<file path="src/rtl/spi_slave_core.sv">
// SPI mode-0 slave core: 8-bit MSB-first words, pin synchronizers, one-entry TX
// buffer and a single-entry RX output register with valid/ready handshakes.
// Optional sticky error flags (tx_underrun, rx_overrun, err_clr) are enabled by
// defining SPI_SLAVE_ERR_FLAGS_EN.
module spi_slave_core #(
  parameter int unsigned SYNC_STAGES = 2
) (
  input  logic       clk,
  input  logic       rstn,
  input  logic       spi_sclk,
  input  logic       spi_cs_n,
  input  logic       spi_mosi,
  output logic       spi_miso,
  output logic       spi_miso_oe,
  input  logic [7:0] tx_data,
  input  logic       tx_valid,
  output logic       tx_ready,
  output logic [7:0] rx_data,
  output logic       rx_valid,
  input  logic       rx_ready
`ifdef SPI_SLAVE_ERR_FLAGS_EN
  ,
  output logic       tx_underrun,
  output logic       rx_overrun,
  input  logic       err_clr
`endif
);

  typedef enum logic [1:0] {StIdle, StLoad, StShift} state_e;

  state_e state_q, state_d;

  logic [SYNC_STAGES-1:0] sclk_sync_q, cs_sync_q, mosi_sync_q;
  logic       sclk_prev_q, cs_prev_q;
  logic       sclk_s, cs_s, mosi_s;
  logic       sclk_rise, sclk_fall, cs_fall, shift_en, tx_load;

  logic [7:0] tx_sr_q, tx_sr_d;
  logic [7:0] txbuf_q, txbuf_d;
  logic       txbuf_full_q, txbuf_full_d;
  logic [7:0] rx_sr_q, rx_sr_d;
  logic [2:0] cnt_q, cnt_d;
  logic       wrap_q, wrap_d;   // byte finished; next sclk fall reloads TX
  logic       done_q, done_d;   // one-cycle pulse after the 8th rising edge
  logic [7:0] rx_data_q, rx_data_d;
  logic       rx_valid_q, rx_valid_d;

  assign sclk_s = sclk_sync_q[SYNC_STAGES-1];
  assign cs_s   = cs_sync_q[SYNC_STAGES-1];
  assign mosi_s = mosi_sync_q[SYNC_STAGES-1];

  assign sclk_rise = sclk_s & ~sclk_prev_q;
  assign sclk_fall = ~sclk_s & sclk_prev_q;
  assign cs_fall   = ~cs_s & cs_prev_q;

  // Pin synchronizers plus one-cycle-delayed copies for edge detection.
  always_ff @(posedge clk or negedge rstn) begin
    if (!rstn) begin
      sclk_sync_q <= '0;
      cs_sync_q   <= '1;
      mosi_sync_q <= '0;
      sclk_prev_q <= 1'b0;
      cs_prev_q   <= 1'b1;
    end else begin
      sclk_sync_q <= {sclk_sync_q[SYNC_STAGES-2:0], spi_sclk};
      cs_sync_q   <= {cs_sync_q[SYNC_STAGES-2:0], spi_cs_n};
      mosi_sync_q <= {mosi_sync_q[SYNC_STAGES-2:0], spi_mosi};
      sclk_prev_q <= sclk_s;
      cs_prev_q   <= cs_s;
    end
  end

  // FSM next state; a deselect wins over everything.
  always_comb begin
    state_d = state_q;
    unique case (state_q)
      StIdle:  if (cs_fall) state_d = StLoad;
      StLoad:  state_d = StShift;
      StShift: state_d = StShift;
      default: state_d = StIdle;
    endcase
    if (cs_s) state_d = StIdle;
  end

  assign shift_en = (state_q == StShift) & ~cs_s;
  assign tx_load  = ~cs_s & ((state_q == StLoad) | (shift_en & sclk_fall & wrap_q));

  // Shift registers, TX buffer and RX output register next state.
  always_comb begin
    tx_sr_d      = tx_sr_q;
    txbuf_d      = txbuf_q;
    txbuf_full_d = txbuf_full_q;
    rx_sr_d      = rx_sr_q;
    cnt_d        = cnt_q;
    wrap_d       = wrap_q;
    done_d       = 1'b0;
    rx_data_d    = rx_data_q;
    rx_valid_d   = rx_valid_q;

    if (tx_load) begin
      tx_sr_d      = txbuf_full_q ? txbuf_q : 8'hFF;
      txbuf_full_d = 1'b0;
      wrap_d       = 1'b0;
    end else if (shift_en && sclk_fall) begin
      tx_sr_d = {tx_sr_q[6:0], 1'b1};
    end

    if (tx_valid && !txbuf_full_q) begin
      txbuf_d      = tx_data;
      txbuf_full_d = 1'b1;
    end

    if (shift_en && sclk_rise) begin
      rx_sr_d = {rx_sr_q[6:0], mosi_s};
      cnt_d   = cnt_q + 3'd1;
      if (cnt_q == 3'd7) begin
        done_d = 1'b1;
        wrap_d = 1'b1;
      end
    end

    // Deselect drops any partial byte; the TX buffer is left untouched.
    if (cs_s) begin
      cnt_d   = 3'd0;
      wrap_d  = 1'b0;
      tx_sr_d = 8'hFF;
    end

    if (rx_valid_q && rx_ready) rx_valid_d = 1'b0;
    if (done_q && (!rx_valid_q || rx_ready)) begin
      rx_data_d  = rx_sr_q;
      rx_valid_d = 1'b1;
    end
  end

  // State and datapath registers.
  always_ff @(posedge clk or negedge rstn) begin
    if (!rstn) begin
      state_q      <= StIdle;
      tx_sr_q      <= 8'hFF;
      txbuf_q      <= 8'h00;
      txbuf_full_q <= 1'b0;
      rx_sr_q      <= 8'h00;
      cnt_q        <= 3'd0;
      wrap_q       <= 1'b0;
      done_q       <= 1'b0;
      rx_data_q    <= 8'h00;
      rx_valid_q   <= 1'b0;
    end else begin
      state_q      <= state_d;
      tx_sr_q      <= tx_sr_d;
      txbuf_q      <= txbuf_d;
      txbuf_full_q <= txbuf_full_d;
      rx_sr_q      <= rx_sr_d;
      cnt_q        <= cnt_d;
      wrap_q       <= wrap_d;
      done_q       <= done_d;
      rx_data_q    <= rx_data_d;
      rx_valid_q   <= rx_valid_d;
    end
  end

  assign spi_miso    = (state_q == StIdle) ? 1'b1 : tx_sr_q[7];
  assign spi_miso_oe = (state_q != StIdle);
  assign tx_ready    = ~txbuf_full_q;
  assign rx_data     = rx_data_q;
  assign rx_valid    = rx_valid_q;

`ifdef SPI_SLAVE_ERR_FLAGS_EN
  logic underrun_q, underrun_d, overrun_q, overrun_d;

  // Sticky error flags; a clear beats a same-cycle set.
  always_comb begin
    underrun_d = underrun_q | (tx_load & ~txbuf_full_q);
    overrun_d  = overrun_q | (done_q & rx_valid_q & ~rx_ready);
    if (err_clr) begin
      underrun_d = 1'b0;
      overrun_d  = 1'b0;
    end
  end

  // Error flag registers.
  always_ff @(posedge clk or negedge rstn) begin
    if (!rstn) begin
      underrun_q <= 1'b0;
      overrun_q  <= 1'b0;
    end else begin
      underrun_q <= underrun_d;
      overrun_q  <= overrun_d;
    end
  end

  assign tx_underrun = underrun_q;
  assign rx_overrun  = overrun_q;
`endif

endmodule

</file>
<file path="config.mk">
export PLATFORM = sky130hd
export DESIGN_NAME = spi_slave_core
export DESIGN_NICKNAME = d
export VERILOG_FILES = /design/src/rtl/spi_slave_core.sv
export SDC_FILE = /design/constraint.sdc
export NUM_CORES = 1
export LEC_CHECK = 0
export BUFFER_PORTS_ARGS = -buffer_cell sky130_fd_sc_hd__buf_2
export CAP_MARGIN = 40
export CORE_MARGIN = 2
export CORE_UTILIZATION = 56
export CTS_CLUSTER_DIAMETER = 200
export DETAILED_ROUTE_END_ITERATION = 16
export MAX_ROUTING_LAYER = met4
export PLACE_DENSITY = 0.85
export SETUP_SLACK_MARGIN = 0.15
export SLEW_MARGIN = 20
export SYNTH_ARGS = -nofsm -noshare
export SYNTH_HDL_FRONTEND = slang
export SYNTH_SLANG_ARGS = --single-unit
</file>
<file path="constraint.sdc">
create_clock -name clk -period 2.24 [get_ports clk]
set_input_delay 0.336 -clock clk [delete_from_list [all_inputs] [get_ports clk]]
set_output_delay 0.336 -clock clk [all_outputs]
set_load 0.005 [all_outputs]
</file>
==> results.sh <==
export IMPL_status="completed"
export IMPL_crit_type="flip-flop to primary output"
export IMPL_setup_viol=0
export IMPL_pin_count=27
export IMPL_yosysUniqueCellTypes=27
export IMPL_relSlewSlack_pct=62.8
export IMPL_final_common_cell="dfrtp_1"
export IMPL_diodes=0
export IMPL_ff2ff_setup_slack_ps=430
export IMPL_fin_nets=215
export IMPL_die_area_um2=4160
export IMPL_holdPathStages=1
export IMPL_cts_buffers=5
export IMPL_cts_hold_buf=1
export IMPL_critPathLaunchType="flip-flop"
export IMPL_crit_fanout=3
export IMPL_fp_dieW_um=64.5
export IMPL_io_buffers=26
export IMPL_timing_rr_start="state_q[0]$_DFFE_PN0P_"
export IMPL_r2r_end="tx_sr_q[2]$_DFFE_PN1P_"
export IMPL_worstMarginPinSlew_ps=558
export IMPL_finalCoreUtilization_pct=67.4
export IMPL_register_area_um2=1240
export IMPL_crit_slowest_cell="dfrtp_1"
export IMPL_cts_setup_buffers=0
export IMPL_setup_tns_ps=0
export IMPL_cpPeakStageDelay_ps=400
export IMPL_wl_per_cell_um=14.4
export IMPL_crit_chain="inv_1 > ha_1 > or2_2 > buf_2"
export IMPL_core_area_um2=3420
export IMPL_num_rows=21
export IMPL_cts_resized=0
export IMPL_fin_crit_sh_pct=83.0
export IMPL_yosysWarnings=0
export IMPL_wl_um=3470
export IMPL_synth_nets=184
export IMPL_final_antenna_net_count=0
export IMPL_timing_fmax_ghz=0.538
export IMPL_chipHeight_um=64.5
export IMPL_grt_total_usage_pct=19.8
export IMPL_cts_root_buf="clkbuf_4"
export IMPL_cts_num_sinks=49
export IMPL_cellLeakagePower_nw=1.14
export IMPL_dr_pass1_iters=4
export IMPL_syn_mean_instance_area_um2=12.6
export IMPL_drc=0
export IMPL_area_delta_synth_final_pct=12.4
export IMPL_ys_ff_latch=49
export IMPL_grt_overflow_total=0
export IMPL_hold_class="primary input to flip-flop"
export IMPL_arrival_ps=1520
export IMPL_preCtsSetupSlack_ps=422
export IMPL_total_power_mw=2.20
export IMPL_nFillCells=269
export IMPL_insertion_delay_ps=380
export IMPL_synth_area_um2=2050
export IMPL_routabilityCongestion=0.768
export IMPL_synthCells=163
export IMPL_final_hold_viol_count=0
export IMPL_ir_worst_vdd_mv=0.427
export IMPL_drive_gt1_share_pct=37.4
export IMPL_cts_buffer_depth=2
export IMPL_reg2regPathDepth=5
export IMPL_grt_start_max_net_pins=24
export IMPL_dpl_hpwl_um=2560
export IMPL_slew_violations=0
export IMPL_drtIter0Drc=53
export IMPL_multiInputGateArea_um2=721
export IMPL_hp_start="spi_mosi"
export IMPL_vias=1309
export IMPL_path_clk_slew_ps=140
export IMPL_antenna_found_initial=0
export IMPL_rsz0062_at_grt="false"
export IMPL_start_util_pct=60.0
export IMPL_grt_pass1_wl_um=5960
export IMPL_grt_pass1_vias=1333
export IMPL_worstHoldEndpoint="mosi_sync_q[0]$_DFF_PN0_"
export IMPL_min_period_ps=1860
export IMPL_viasPerCell=5.43
export IMPL_yosysSeqAreaShare_pct=60.5
export IMPL_final_cell_mix="dfrtp_1 (38), buf_2 (26), mux2_2 (17)"
export IMPL_fin_skew_ps=16.3
export IMPL_setup_ws_ps=380
export IMPL_maxCapViolations=0
export IMPL_cts_tree="done"
export IMPL_htreeDepth=2
export IMPL_p_per_area_nw_per_um2=955
export IMPL_worst_setup_path_end_kind="primary output"
export IMPL_required_ps=1900
[worst max-delay path: cells and delay by family (launching register included)]
kind          cells  cell delay [ps]
flops             1              400
buf+inv           2              230
simple gates      1              290
fa+ha+maj         1              240
[state kept, by name (all words and copies together) (netlist names), 2 cells and up]
| register | cells |
|---|---|
| cnt_q | 3 |
| tx_sr_q | 8 |
| state_q | 2 |
| sclk_sync_q | 2 |
| rx_sr_q | 8 |
| mosi_sync_q | 2 |
| cs_sync_q | 2 |
| rx_data | 8 |
| txbuf_q | 8 |
[layout make-up]
type / instances / area share (%)
inverters: 12 / 1.96
well taps: 46 / 2.50
flip-flops and latches: 49 / 53.9
repair buffers: 30 / 7.93
clock buffers: 6 / 1.79
clock inverters: 2 / 0.652
multi-input cells: 96 / 31.3
[Yosys cell counts]
library cell | number | share of area [%]
ha_1 | 6 | 3.7
clkbuf_1 | 2 | 0.37
o22a_1 | 1 | 0.43
buf_4 | 1 | 0.37
mux2i_1 | 3 | 1.5
inv_1 | 12 | 2.2
mux2_2 | 17 | 9.3
o21ai_0 | 10 | 2.4
dfstp_2 | 11 | 14
or2_2 | 2 | 0.61
and3_1 | 7 | 2.1
o211ai_1 | 7 | 2.6
nand2b_1 | 3 | 0.92
nand3b_1 | 1 | 0.37
and2_1 | 1 | 0.31
and4bb_1 | 1 | 0.61
a31o_2 | 7 | 3.0
nand2_1 | 14 | 2.6
buf_2 | 1 | 0.24
and4b_1 | 1 | 0.49
dfrtp_1 | 38 | 46
nor2_1 | 4 | 0.73
o21a_1 | 1 | 0.37
a31o_1 | 1 | 0.43
or3_1 | 7 | 2.1
buf_6 | 2 | 1.1
nor2b_1 | 2 | 0.61
[layer usage]
layer | vias up | global-route usage, % | wire [um]
met5 | - | - | 0
met4 | 0 | 12.5 | 70
met3 | 8 | 4.51 | 168
met2 | 44 | 32.0 | 1750
met1 | 635 | 22.3 | 1480
li1 | 622 | - | -
[worst max path at each step]
stage	from	endpoint	slack, ps
6_report	state_q[0]$_DFFE_PN0P_	spi_miso	380
4_1_cts	state_q[0]$_DFFE_PN0P_	spi_miso	350
2_1_floorplan	state_q[0]$_DFFE_PN0P_	tx_sr_q[7]$_DFFE_PN1P_	560
3_5_place_dp	state_q[0]$_DFFE_PN0P_	rx_sr_q[4]$_DFFE_PN0P_	420
5_1_grt	state_q[0]$_DFFE_PN0P_	spi_miso	300
3_3_place_gp	state_q[0]$_DFFE_PN0P_	rx_sr_q[1]$_DFFE_PN0P_	520
[cells by family after synthesis]
| family | count (synthesis) | share of synthesized area [%] |
|---|---|---|
| compound gates | 27 | 9.22 |
| fa+ha+maj | 6 | 3.67 |
| buf+inv | 18 | 4.28 |
| flops | 49 | 60.5 |
| mux | 20 | 10.8 |
| simple gates | 43 | 11.5 |
[power breakdown]
part / leakage (nW) / internal, mW / switching [mW]
clock network: 0.0245 / 0.123 / 0.280
registers: 0.615 / 1.12 / 0.0930
logic: 0.499 / 0.282 / 0.305
[stage by stage]
stage | area (um2) | hold slack, ps | cells
global placement | 2210 | 334 | 231
global route | 2300 | 31.9 | 241
CTS | 2300 | 35.8 | 241
floorplan | 2050 | 40.4 | 163
finish | 2300 | 47.3 | 241
detailed placement | 2240 | 340 | 232
(Power assumes the default switching activity.)
